## config.mk

```make
export PLATFORM = sky130hd
export DESIGN_NAME = uart_rx_core_flat
export DESIGN_NICKNAME = d
export VERILOG_FILES = /design/src/rtl/uart_pkg.sv /design/src/rtl/uart_rx_core_if.sv /design/src/rtl/sync_2ff.sv /design/src/rtl/uart_rx_core.sv /design/src/flat_wrapper.sv
export SDC_FILE = /design/constraint.sdc
export NUM_CORES = 1
export LEC_CHECK = 0
export ABC_AREA = 1
export CORE_MARGIN = 4
export CORE_UTILIZATION = 55
export DETAILED_ROUTE_END_ITERATION = 8
export PLACE_DENSITY_LB_ADDON = 0.12
export SYNTH_ARGS = -nofsm -noshare
export SYNTH_HDL_FRONTEND = slang
export SYNTH_SLANG_ARGS = --single-unit
```

## constraint.sdc

```tcl
create_clock -name clock -period 1.75 [get_ports clock]
set_input_delay 0.35 -clock clock [delete_from_list [all_inputs] [get_ports clock]]
set_output_delay 0.35 -clock clock [all_outputs]
set_load 0.05 [all_outputs]
```

## src/rtl/uart_pkg.sv

```systemverilog
// uart_pkg: shared UART receive types, frame constants and counter sizing
package uart_pkg;
  typedef enum logic [2:0] {IDLE, START, DATA, STOP, WAIT_HIGH} rx_state_t;
  localparam int UART_DATA_BITS = 8;
  function automatic int cnt_width(input int half_bit);
    return $clog2(2 * half_bit);
  endfunction
endpackage

```

## src/rtl/uart_rx_core_if.sv

```systemverilog
// uart_rx_core_if: serial line in, received byte/strobe/framing flag out
interface uart_rx_core_if;
  logic       rxd_orig;
  logic       rx_ready;
  logic [7:0] rdata;
  logic       ferr;
  modport master (output rxd_orig, input rx_ready, rdata, ferr);
  modport slave (input rxd_orig, output rx_ready, rdata, ferr);
endinterface

```

## src/rtl/sync_2ff.sv

```systemverilog
// sync_2ff: two-flop synchronizer for a single asynchronous input
module sync_2ff #(
  parameter logic RESET_VAL = 1'b1
) (
  input  logic clock,
  input  logic resetn,
  input  logic d,
  output logic q
);
  logic meta;
  // shift the async input through two flops to settle metastability
  always_ff @(posedge clock or negedge resetn)
    if (!resetn) {q, meta} <= {RESET_VAL, RESET_VAL};
    else {q, meta} <= {meta, d};
endmodule

```

## src/rtl/uart_rx_core.sv

```systemverilog
// uart_rx_core: 8N1 UART receiver timed by a half-bit cycle count
module uart_rx_core
  import uart_pkg::*;
#(
  parameter int CLOCK_PER_HALF_BIT = 10
) (
  input  logic           clock,
  input  logic           resetn,
  uart_rx_core_if.slave  rx
);
  localparam int CW = cnt_width(CLOCK_PER_HALF_BIT);
  localparam logic [CW-1:0] HALF_END = CW'(CLOCK_PER_HALF_BIT - 1);
  localparam logic [CW-1:0] FULL_END = CW'(2 * CLOCK_PER_HALF_BIT - 1);
  localparam logic [2:0] LAST_BIT = 3'(UART_DATA_BITS - 1);
  rx_state_t state, state_n;
  logic [CW-1:0] cnt, cnt_n;
  logic [2:0] idx, idx_n;
  logic [7:0] sh, sh_n, rdata_q, rdata_n;
  logic ferr_q, ferr_n, rdy_q, rdy_n;
  logic rxs;
  sync_2ff #(.RESET_VAL(1'b1)) u_sync (
    .clock (clock),
    .resetn(resetn),
    .d     (rx.rxd_orig),
    .q     (rxs)
  );
  assign rx.rx_ready = rdy_q;
  assign rx.rdata = rdata_q;
  assign rx.ferr = ferr_q;
  // state, timing counter, shift register and registered outputs
  always_ff @(posedge clock or negedge resetn)
    if (!resetn) begin
      state <= IDLE;
      cnt <= '0;
      idx <= '0;
      sh <= '0;
      rdata_q <= '0;
      ferr_q <= 1'b0;
      rdy_q <= 1'b0;
    end else begin
      state <= state_n;
      cnt <= cnt_n;
      idx <= idx_n;
      sh <= sh_n;
      rdata_q <= rdata_n;
      ferr_q <= ferr_n;
      rdy_q <= rdy_n;
    end
  // frame sequencing; counter restarts at every sample point so no drift accumulates
  always_comb begin
    state_n = state;
    cnt_n = cnt + 1'b1;
    idx_n = idx;
    sh_n = sh;
    rdata_n = rdata_q;
    ferr_n = ferr_q;
    rdy_n = 1'b0;
    case (state)
      IDLE: begin
        cnt_n = '0;
        if (!rxs) state_n = START;
      end
      START: if (cnt == HALF_END) begin
        cnt_n = '0;
        idx_n = '0;
        state_n = rxs ? IDLE : DATA;
      end
      DATA: if (cnt == FULL_END) begin
        cnt_n = '0;
        sh_n[idx] = rxs;
        idx_n = idx + 1'b1;
        if (idx == LAST_BIT) state_n = STOP;
      end
      STOP: if (cnt == FULL_END) begin
        cnt_n = '0;
        rdata_n = sh;
        ferr_n = ~rxs;
        rdy_n = 1'b1;
        state_n = rxs ? IDLE : WAIT_HIGH;
      end
      WAIT_HIGH: begin
        cnt_n = '0;
        if (rxs) state_n = IDLE;
      end
      default: state_n = IDLE;
    endcase
  end
endmodule

```

## src/flat_wrapper.sv

```systemverilog
// flat-port wrapper written by rule: the top's interface ports become plain ports
module uart_rx_core_flat import uart_pkg::*;
#(
  parameter int CLOCK_PER_HALF_BIT = 10
)
  (clock, resetn, rx_rxd_orig, rx_rx_ready, rx_rdata, rx_ferr);
  uart_rx_core_if rx_i ();
  input  logic clock;
  input  logic resetn;
  input wire logic [$bits(rx_i.rxd_orig)-1:0] rx_rxd_orig;
  output wire logic [$bits(rx_i.rx_ready)-1:0] rx_rx_ready;
  output wire logic [$bits(rx_i.rdata)-1:0] rx_rdata;
  output wire logic [$bits(rx_i.ferr)-1:0] rx_ferr;
  assign rx_i.rxd_orig = rx_rxd_orig;
  assign rx_rx_ready = rx_i.rx_ready;
  assign rx_rdata = rx_i.rdata;
  assign rx_ferr = rx_i.ferr;
  uart_rx_core #(.CLOCK_PER_HALF_BIT(CLOCK_PER_HALF_BIT)) u_core (.clock(clock), .resetn(resetn), .rx(rx_i));
endmodule
```

After elaboration in Yosys (flattened, before gate mapping):

Index checks and enable logic that the tools add are counted.

* add/subtract/negate cells: 2
* order comparisons: 2
* eq/ne operators: 13
* mux-type cells: 20
* bitwise operators: 1
* reductions and logical operators: 9

Operators by type and width (number)
* $mux W3: 9
* $pmux W3 S5: 1
* $pmux W5 S3: 1
* $mux W5: 2
* $bwmux W8: 1
* $ne A2 B1 Y1 const B: 4
* $eq A3 B2 Y1 const B: 2
* $eq A3 B3 Y1 const B: 2
* $pmux W3 S2: 1
* $reduce_and A6 Y1: 1
* $add A5 B1 Y5 const B: 1
* $eq A5 B4 Y1 const B: 1
* $eq A5 B5 Y1 const B: 1
* $lt A3 B4 Y1 const B: 1
* $ne A2 B2 Y1 const B: 2
* $reduce_and A2 Y1: 2
* $reduce_or A2 Y1: 2
* $add A3 B1 Y3 const B: 1
* $demux W1 S3: 1
* $eq A3 B1 Y1 const B: 1
* $ge A3 B1 Y1 const B: 1
* $logic_not A3 Y1: 1
* $mux W1: 3
* $reduce_and A3 Y1: 1
* 4 further kinds: 4

* bits in registers: 31
* input port bits: 3
* logic and storage cells: 56

Depth between registers and ports, before layout:

Gate-level depths: netlist of run 1.

* depth after elaboration: 5
* gate-level depth with buffers: 9
* gate-level depth less buffers: 9

Modules after synthesis:

A second synthesis of run 1 with hierarchy kept.

* cells, all modules: 173
* area total of the unflattened synthesis: 1537.7 um^2

Modules (own cells, without submodules)
* uart_rx_core: instances 1, cells each 171, area an instance 1485.2 um^2, sequential area each 725.7 um^2
* sync_2ff: instances 1, cells each 2, area an instance 52.6 um^2, sequential area each 52.6 um^2

Worst setup path after synthesis of run 1:

No wires, ideal clock.

* path kind: register to register
* start: register u_core.cnt[0]
* end: register u_core.sh[1]
* library setup time: 127 ps
* data arrival time: 1188 ps
* data required time: 1623 ps
* path slack: 435 ps
* cell stages (with the launch flop): 10
* path buffers: 1
* period minus slack after synthesis: 1315 ps
* cells stage by stage: dfrtp_1 ha_1 inv_1 nor2_2 nand2_2 nor2_4 buf_6 nand3_1 nand2_1 o21ai_1

* longest elaborated chain between the ends: 2

RTL lines
* from (decl): line uart_rx_core.sv:16 `logic [CW-1:0] cnt, cnt_n;`
* from (signal assigned): line uart_rx_core.sv:42 `cnt <= cnt_n;`
* $eq A5 B5 Y1: line uart_rx_core.sv:68 `DATA: if (cnt == FULL_END) begin`
* $reduce_and A2 Y1 (no source line)
* to (signal assigned): line uart_rx_core.sv:44 `sh <= sh_n;`
* to (decl): line uart_rx_core.sv:18 `logic [7:0] sh, sh_n, rdata_q, rdata_n;`

Every way passes these cells.
A chain may end at the register's enable or synchronous reset.

Final worst setup path of run 1:

* start: register u_core.cnt[0]
* end: register u_core.ferr_q, in the netlist u_core.rx.ferr

* longest elaborated chain between the ends: 2

RTL lines
* $eq A5 B5 Y1: line uart_rx_core.sv:74 `STOP: if (cnt == FULL_END) begin`
* $reduce_and A2 Y1 (no source line)
* to (signal assigned): line uart_rx_core.sv:46 `ferr_q <= ferr_n;`
* to (decl): line uart_rx_core.sv:19 `logic ferr_q, ferr_n, rdy_q, rdy_n;`

Every way passes these cells.

==> flow_summary.json, run 1 <==
{
  "status": "complete, no violations",
  "postCtsSetupBuffers": 0,
  "r2r_setup_slack_ps": 240,
  "pwr-share-comb": 0.231,
  "grt_max_degree": 32,
  "rsz0062_at_grt": "false",
  "die_y_um": 58.6,
  "stdcell_area_um2": 1620,
  "cts_tree": "yes",
  "coreArea_um2": 2450,
  "drc": 0,
  "die-area_um2": 3440,
  "cts_resized": 0,
  "netlist.area_leader.share": 0.515,
  "wl_mm": 2.54,
  "worst-path-max-fanout": 6,
  "cap_violations": 0,
  "tightest_slew_ps": 372,
  "p_int_mw": 1.27,
  "p_sw_frac": 0.324,
  "path_clk_slew_ps": 90,
  "num_vias": 1079,
  "die_x_um": 58.6,
  "clkSinkCount": 31,
  "postPlaceCellArea_um2": 1540,
  "synth.avg_cell_area_um2": 8.86,
  "synth_area_leaders": "dfrtp_1, nand2_1, nand3_1",
  "critical_path_class": "flop to flop",
  "netlist_area_um2": 1410,
  "ant_nets": 0,
  "cts_buffers": 5,
  "critPathCapture": "u_core.rx.ferr$_DFFE_PN0P_",
  "cpPeakStageDelay_ps": 420,
  "skew_ps": 8.67,
  "place.gp.congestion": 0.865,
  "p_sw_mw": 0.610,
  "grt_pass1_vias": 1047,
  "holdBufCountCts": 0,
  "fin_crit_sh": 0.863,
  "hold_viol_final": 0,
  "antenna_found_initial": 0,
  "crit_chain": "ha_1 > inv_1 > nor2_2 > nand2_2 > inv_1 > nand2_1 > buf_4 > nand2_1 > o21ai_1",
  "r2r_end": "u_core.rx.ferr$_DFFE_PN0P_",
  "slew_headroom": 0.752,
  "grt_pass1_wl_mm": 4.66,
  "hpwl_mm": 1.91,
  "p_per_area_nw_per_um2": 1160,
  "crit-reg2reg-launch": "u_core.cnt[0]$_DFF_PN0_",
  "htree_levels": 2,
  "ir_worst_vdd_v": 0.00106,
  "n_fill_cell": 207,
  "cts_buffer_depth": 2,
  "hp-class": "flop to flop",
  "finalNonFillerCells": 209,
  "cts_root_buf": "clkbuf_4",
  "syn_inst": 159,
  "rows": 18,
  "final_util": 0.662,
  "critPathRequiredTime_ps": 2010,
  "start_kind": "flop",
  "clock_latency_ps": 340,
  "p_leak_nw": 0.837,
  "viasPerCell": 5.16,
  "yosysWarnings": 0,
  "wl_per_cell_um": 12.1,
  "yosysTopAreaCell": "dfrtp_1",
  "io_buffers": 12,
  "start_util": 0.574,
  "timing.final.crit_period_ps": 1510,
  "synthToLayoutAreaGrowth_pct": 15.3,
  "drt_iter0_drc": 39,
  "setup_viol": 0,
  "n_antenna_cell": 0,
  "slowest_stage": "dfrtp_1",
  "max_freq_ghz": 0.662,
  "finalSetupTns_ps": 0,
  "synth_seq_cells": 31,
  "fin_nets": 185,
  "drv_slew": 0,
  "cp-end-kind": "flop",
  "rr_worst_depth": 9,
  "syn_nets": 166,
  "fin_hold_ws_ps": 363,
  "drive_above_1_share": 0.196,
  "power_frac_seq": 0.458,
  "crit_start": "u_core.cnt[0]$_DFF_PN0_",
  "synth_seq_area_share": 0.552,
  "first_pass_iters": 4,
  "synth_cell_types": 23,
  "overflow": 0,
  "grt_usage": 0.183,
  "placed_cells": 201,
  "boundaryPins": 13,
  "pwr-share-clk": 0.311,
  "cp.arrival_ps": 1770
}
-- metrics by stage --
stage / setup WS (ps) / total power [mW]
6_report: 239 / 1.88
5_1_grt: 61.6 / 2.00
4_1_cts: 203 / 1.90
3_5_place_dp: 221 / 1.31
3_3_place_gp: 271 / 1.28
2_1_floorplan: 435 / 1.20
-- power groups by stage --
| stage | clock (mW) | sequential, mW | combinational [mW] |
|---|---|---|---|
| after CTS | 0.595 | 0.862 | 0.439 |
| after global routing | 0.618 | 0.878 | 0.503 |
| after global placement | 0 | 0.872 | 0.413 |
| after floorplan | 0 | 0.860 | 0.343 |
| after detailed placement | 0 | 0.876 | 0.438 |
| final | 0.586 | 0.863 | 0.435 |
-- critical path: cells and delay by family (launching register included) --
family,cells,cell delay (ps)
and+or+nand+nor,4,390
buffers and inverters,3,310
DFF,1,420
adders and majority gates,1,250
AOI/OAI and AO/OA,1,80
-- Yosys cell counts, drive strengths merged --
| cell | instances |
|---|---|
| xor2 | 2 |
| dfrtp | 29 |
| nand3 | 15 |
| dfstp | 2 |
| nor3 | 1 |
| ha | 4 |
| inv | 15 |
| o21a | 1 |
| o21bai | 1 |
| o22ai | 1 |
| nand3b | 1 |
| a21oi | 5 |
| xnor2 | 1 |
| buf | 2 |
| nor2 | 12 |
| o21ai | 13 |
| nand2 | 54 |
-- cells by family (layout without fill, tap and decap cells) --
family                     count (synthesis)  count (layout)  synth area share
and+or+nand+nor                           83              83             0.261
adders and majority gates                  4               4            0.0355
xor gates and xnor gates                   3               3            0.0187
buffers and inverters                     17              37            0.0533
AOI/OAI and AO/OA                         21              21            0.0790
DFF                                       31              31             0.552
-- state kept, by name (all words and copies together) (netlist names), 3 cells and up --
name             cells
u_core.cnt           5
u_core.idx           3
u_core.rx.rdata      8
u_core.sh            8
u_core.state         3
-- cell usage in the layout, fill, tap and decap left out, types with 3 or more instances in the layout --
master / count
a21oi_1: 5
buf_4: 12
clkbuf_4: 5
dfrtp_1: 29
ha_1: 4
inv_1: 11
inv_2: 4
nand2_1: 50
nand2_2: 4
nand3_1: 15
nor2_1: 7
nor2_2: 3
o21ai_0: 5
o21ai_1: 8
-- routing by layer --
metal / track usage / part of all wire / up-vias / wire, um
li1: - / - / 549 / -
met1: 0.235 / 0.47 / 498 / 1180
met2: 0.274 / 0.45 / 25 / 1150
met3: 0.0504 / 0.056 / 7 / 141
met4: 0.113 / 0.025 / 0 / 64
met5: 0 / 0 / - / 0
-- area by class of cell --
| type | instances | area (um2) | area share |
|---|---|---|---|
| clock buffers | 6 | 51.3 | 0.0316 |
| clock inverters | 2 | 35.0 | 0.0216 |
| inverters | 15 | 56.3 | 0.0347 |
| multi-input cells | 111 | 556 | 0.342 |
| flip-flops and latches | 31 | 778 | 0.479 |
| well taps | 30 | 37.5 | 0.0231 |
| repair buffers | 14 | 110 | 0.0678 |
-- how the worst min path moves through the flow --
stage                                      start                   endpoint  slack [ps]  depth (start not counted)
global placement    u_core.u_sync.meta$_DFF_PN1_  u_core.u_sync.q$_DFF_PN1_         350                          0
global route        u_core.u_sync.meta$_DFF_PN1_  u_core.u_sync.q$_DFF_PN1_         370                          0
detailed placement  u_core.u_sync.meta$_DFF_PN1_  u_core.u_sync.q$_DFF_PN1_         350                          0
floorplan                                 resetn    u_core.cnt[0]$_DFF_PN0_          50                          0
finish              u_core.u_sync.meta$_DFF_PN1_  u_core.u_sync.q$_DFF_PN1_         360                          0
CTS                 u_core.u_sync.meta$_DFF_PN1_  u_core.u_sync.q$_DFF_PN1_         360                          0
Note: power is estimated with default switching activity, not from simulation.
==> run 2, diff against run 1 <==
--- a/config.mk
+++ b/config.mk
@@ -5,7 +5,6 @@
 export SDC_FILE = /design/constraint.sdc
 export NUM_CORES = 1
 export LEC_CHECK = 0
-export ABC_AREA = 1
 export CORE_MARGIN = 4
 export CORE_UTILIZATION = 55
 export DETAILED_ROUTE_END_ITERATION = 8
==> run 2 against run 1 <==
- global-route usage decreased by 0.55 points
- total power increased by 6.0%
- sequential share of layout area decreased by 4.0 points
- via count decreased by 2.6%
- maximum frequency decreased by 11%
- utilization increased by 4.1 points
- first-iteration DRC count decreased by 79%
- design area increased by 9.1%
- worst setup slack got worse by 180 ps
==> flow_summary.json, run 2 <==
{
  "slowest_stage": "or4_4",
  "cp_num_buf_inv": 1,
  "fin_nets": 159,
  "io_buffers": 12,
  "cts_buffer_depth": 2,
  "hold_viol_final": 0,
  "wl_mm": 2.60,
  "path_clk_slew_ps": 100,
  "num_vias": 1051,
  "drive_above_1_share": 0.366,
  "cts_root_buf": "clkbuf_4",
  "drv_slew": 0,
  "ys.flop_type": "dfrtp_1",
  "synthTopCellsByCount": "dfrtp_1, nand3_1, mux2_2, inv_1, nor3_1",
  "die_y_um": 59.9,
  "grt_usage": 0.178,
  "async_flop_share": 1.00,
  "place.gp.congestion": 0.799,
  "viasPerCell": 5.74,
  "drt_iter0_drc": 8,
  "cp-end-kind": "flop",
  "die_x_um": 59.9,
  "synth_area_leaders": "dfrtp_1, mux2_2, mux2_4",
  "grt_busiest_layer": "met2",
  "timing.final.crit_period_ps": 1690,
  "critPathRequiredTime_ps": 1970,
  "critical_path_class": "flop to flop",
  "n_fill_cell": 198,
  "hpwl_mm": 1.82,
  "cts_tree": "yes",
  "yosysTopAreaCell": "dfrtp_1",
  "cp_top_family": "simple AND/OR/NAND/NOR gates",
  "netlist.area_leader.share": 0.489,
  "yosysWarnings": 0,
  "drc": 0,
  "coreArea_um2": 2520,
  "synth_seq_area_share": 0.524,
  "synth.avg_cell_area_um2": 12.1,
  "ant_nets": 0,
  "syn_nets": 130,
  "grt_pass1_vias": 1070,
  "cp.arrival_ps": 1920,
  "globalRouteMet3Util": 0.0583,
  "rows": 18,
  "max_freq_ghz": 0.591,
  "cpPeakStageDelay_ps": 500,
  "ir_worst_vdd_v": 0.000804,
  "hp-class": "flop to flop",
  "final_util": 0.702,
  "fin_total_pwr_mw": 2.00,
  "crit_chain": "ha_2 > nand2b_1 > or4_4 > buf_4 > mux2_4",
  "setup_viol": 0,
  "slew_headroom": 0.701,
  "overflow": 0,
  "start_util": 0.588,
  "syn_inst": 123,
  "p_per_area_nw_per_um2": 1130,
  "netlist_area_um2": 1480,
  "cap_violations": 0,
  "clkSinkCount": 31,
  "die-area_um2": 3590,
  "skew_ps": 13.7,
  "boundaryPins": 13,
  "setup_ws_ps": 58.1,
  "met1_usage": 0.188,
  "start_kind": "flop",
  "grt_max_degree": 32,
  "cts_buffers": 5,
  "synth_edf_count": 0,
  "fin_crit_sh": 0.967,
  "synthToLayoutAreaGrowth_pct": 19.4,
  "htree_levels": 2,
  "yosysMostFrequentCell": "dfrtp_1",
  "holdBufCountCts": 0,
  "synth_cell_types": 41,
  "wl_per_cell_um": 14.2,
  "status": "complete, no violations",
  "grt_pass1_wl_mm": 4.62,
  "p_leak_nw": 0.889,
  "clock_latency_ps": 330,
  "final_common_cell": "dfrtp_1",
  "antenna_found_initial": 0,
  "worst-path-max-fanout": 6,
  "tightest_slew_ps": 447,
  "synth_seq_cells": 31,
  "first_pass_iters": 4,
  "dp_slack_ps": 52.2,
  "layout_common_cells": "dfrtp_1, buf_4, nand3_1",
  "n_antenna_cell": 0,
  "grtUsageMet2": 0.318
}
==> run 2: report_power, final <==
part / leakage (nW) / switching, mW / internal (mW) / total [mW]
logic: 0.441 / 0.386 / 0.336 / 0.722
clock network: 0.0347 / 0.238 / 0.149 / 0.387
registers: 0.414 / 0.0722 / 0.816 / 0.888
==> run 2: metal layers <==
| layer | up-vias | share of wire |
|---|---|---|
| met4 | 0 | 0.021 |
| met2 | 18 | 0.51 |
| li1 | 507 | - |
| met5 | - | 0 |
| met3 | 7 | 0.041 |
| met1 | 519 | 0.43 |
==> run 2: logic make-up (layout without fill, tap and decap cells) <==
family                     Yosys count  count (layout)  synth area share
muxes                               17              17             0.138
and+or+nand+nor                     43              43             0.187
adders and majority gates            4               4            0.0337
xor gates and xnor gates             1               1           0.00590
DFF                                 31              31             0.524
AOI/OAI and AO/OA                   14              14            0.0675
buffers and inverters               13              43            0.0430
==> run 2: what timing repair did <==
| item | 4_1_cts | 5_1_grt |
|---|---|---|
| resized for setup | 0 | 2 |
| endpoints found under the setup margin | 0 | 9 |
| setup buffers | 0 | 4 |
==> run 2: final timing paths <==
path | start | to | slack [ps] | cells past startpoint
min in group asynchronous | resetn | u_core.idx[0]$_DFFE_PN0P_ | 410 | 2
worst min-delay path | u_core.u_sync.meta$_DFF_PN1_ | u_core.u_sync.q$_DFF_PN1_ | 360 | 0
worst min register to register | u_core.u_sync.meta$_DFF_PN1_ | u_core.u_sync.q$_DFF_PN1_ | 360 | 0
worst max-delay path | u_core.cnt[1]$_DFF_PN0_ | u_core.rx.rdata[6]$_DFFE_PN0P_ | 60 | 5
max in group asynchronous | resetn | u_core.u_sync.meta$_DFF_PN1_ | 1040 | 2
worst max register to register | u_core.cnt[1]$_DFF_PN0_ | u_core.rx.rdata[6]$_DFFE_PN0P_ | 60 | 5
==> run 2: through the flow <==
step | instance area, um2 | cells | hold slack, ps | TNS, ps
after floorplan | 1490 | 123 | 54.4 | 0
after global placement | 1670 | 171 | 346 | 0
after detailed placement | 1670 | 171 | 348 | 0
after CTS | 1730 | 179 | 363 | 0
after global routing | 1770 | 183 | 374 | -86.9
final | 1770 | 183 | 363 | 0
==> run 2: worst register-to-register path, delay by kind of cell (launching register included) <==
kind | cells | cell delay, ps
multiplexers | 1 | 280
buffers and inverters | 1 | 180
AND/OR/NAND/NOR | 2 | 570
adder cells (fa/ha/maj) | 1 | 190
flip-flops | 1 | 380
==> run 2: final cells by class <==
| type | instances | area (um2) | share of cell area |
|---|---|---|---|
| clock buffers | 5 | 37.5 | 0.0212 |
| clock inverters | 3 | 15.0 | 0.00847 |
| inverters | 7 | 28.8 | 0.0162 |
| multi-input cells | 79 | 659 | 0.372 |
| flip-flops and latches | 31 | 778 | 0.439 |
| well taps | 30 | 37.5 | 0.0212 |
| repair buffers | 28 | 215 | 0.121 |
==> run 3, diff against run 2 <==
--- a/config.mk
+++ b/config.mk
@@ -8,7 +8,9 @@
 export CORE_MARGIN = 4
 export CORE_UTILIZATION = 55
 export DETAILED_ROUTE_END_ITERATION = 8
+export DONT_BUFFER_PORTS = 1
 export PLACE_DENSITY_LB_ADDON = 0.12
+export SLEW_MARGIN = 20
 export SYNTH_ARGS = -nofsm -noshare
 export SYNTH_HDL_FRONTEND = slang
 export SYNTH_SLANG_ARGS = --single-unit
==> run 3 against run 2 <==
- global-route usage shrank 0.22 points
- cell count shrank 7.1%
- register-to-register slack is essentially flat
- maximum frequency grew 0.63%
==> flow_summary.json, run 3 (synthesis results as in run 2) <==
{
  "cp.arrival_ps": 1900,
  "drv_slew": 0,
  "drc": 0,
  "viasPerCell": 6.01,
  "p_int_mw": 1.47,
  "p_leak_nw": 0.837,
  "boundaryPins": 13,
  "layout_common_cells": "dfrtp_1, buf_4, nand3_1",
  "num_vias": 1021,
  "synthToLayoutAreaGrowth_pct": 15.6,
  "fin_nets": 146,
  "p_sw_frac": 0.323,
  "start_util": 0.588,
  "p_per_area_nw_per_um2": 1260,
  "clock_latency_ps": 330,
  "start_kind": "flop",
  "critical_path_class": "flop to flop",
  "pwr-share-clk": 0.268,
  "status": "complete, no violations",
  "critPathRequiredTime_ps": 1970,
  "power_frac_seq": 0.430,
  "clkSinkCount": 31,
  "skew_ps": 5.59,
  "die_x_um": 59.9,
  "postCtsSetupBuffers": 0,
  "wl_per_cell_um": 15.7,
  "die-area_um2": 3590,
  "n_fill_cell": 193,
  "cp-end-kind": "flop",
  "cts_buffer_depth": 2,
  "pwr-share-comb": 0.302,
  "grt_pass1_vias": 1050,
  "p_sw_mw": 0.700,
  "io_buffers": 0,
  "fin_total_pwr_mw": 2.17,
  "drive_above_1_share": 0.300,
  "hpwl_mm": 1.85,
  "hold_viol_final": 0,
  "htree_levels": 2,
  "final_util": 0.680,
  "ir_worst_vdd_v": 0.000847,
  "tightest_slew_ps": 508,
  "timing.final.crit_period_ps": 1680,
  "place.gp.congestion": 0.763,
  "die_y_um": 59.9,
  "ant_nets": 0,
  "wl_mm": 2.67,
  "cts_tree": "yes",
  "grt_usage": 0.175,
  "finalSetupTns_ps": 0,
  "worst-path-max-fanout": 6,
  "overflow": 0,
  "fin_crit_sh": 0.961,
  "n_antenna_cell": 0,
  "grt_pass1_wl_mm": 4.66,
  "rsz0062_at_grt": "false",
  "grt_max_degree": 32,
  "slew_headroom": 0.661,
  "first_pass_iters": 4,
  "cts_buffers": 5,
  "hp-class": "flop to flop",
  "setup_viol": 0,
  "final_common_cell": "dfrtp_1",
  "rows": 18,
  "drt_iter0_drc": 21,
  "cap_violations": 0,
  "cts_root_buf": "clkbuf_4",
  "max_freq_ghz": 0.595,
  "coreArea_um2": 2520,
  "antenna_found_initial": 0,
  "path_clk_slew_ps": 100
}
run 3: routing by layer:
layer | up-vias | global-route usage | wire length, um
met5 | - | 0 | 0
met4 | 0 | 0.0759 | 53
met3 | 7 | 0.0540 | 113
met2 | 24 | 0.293 | 1330
met1 | 507 | 0.206 | 1180
li1 | 483 | - | -
run 3: worst paths after layout:
kind                                                  end  slack, ps  cells past startpoint                    startpoint
max                        u_core.rx.rdata[6]$_DFFE_PN0P_         70                      5       u_core.cnt[1]$_DFF_PN0_
min                             u_core.u_sync.q$_DFF_PN1_        360                      0  u_core.u_sync.meta$_DFF_PN1_
max reg2reg                u_core.rx.rdata[6]$_DFFE_PN0P_         70                      5       u_core.cnt[1]$_DFF_PN0_
min reg2reg                     u_core.u_sync.q$_DFF_PN1_        360                      0  u_core.u_sync.meta$_DFF_PN1_
max in group asynchronous    u_core.u_sync.meta$_DFF_PN1_       1060                      2                        resetn
min in group asynchronous  u_core.rx.rdata[4]$_DFFE_PN0P_        450                      2                        resetn
run 3: metrics by stage:
| stage | instance area, um2 | worst slack, ps | std cells | hold WS [ps] |
|---|---|---|---|---|
| floorplan | 1490 | 12.2 | 123 | 54.4 |
| global placement | 1580 | 82.3 | 159 | 55.1 |
| detailed placement | 1580 | 48.6 | 159 | 55.1 |
| CTS | 1710 | 36.6 | 170 | 362 |
| global route | 1720 | 11.2 | 170 | 369 |
| finish | 1720 | 68.6 | 170 | 361 |
run 3: critical path: stages (launching register included):
cell	delay [ps]
dfrtp_1	410
ha_4	170
nand2b_1	70
or4_4	450
buf_4	170
mux2_4	290
run 3: power groups by stage:
stage,registers (mW),clock network (mW),logic [mW]
after floorplan,0.937,0,0.405
after global placement,0.930,0,0.605
after detailed placement,0.935,0,0.619
after CTS,0.922,0.596,0.648
after global routing,0.948,0.630,0.728
final,0.932,0.581,0.653
run 3: area by class of cell:
cell class	instances	area, um2	area share
multi-input cells	79	654	0.381
clock buffers	6	51.3	0.0299
inverters	7	28.8	0.0168
flip-flops and latches	31	778	0.454
repair buffers	15	130	0.0759
well taps	30	37.5	0.0219
clock inverters	2	35.0	0.0204
run 3: what timing repair did:
| item | CTS | global route |
|---|---|---|
| endpoints found under the setup margin | 0 | 8 |
| hold buffers | 3 | 0 |
| hold endpoints to repair | 32 | 0 |
| gates resized for setup | 0 | 1 |
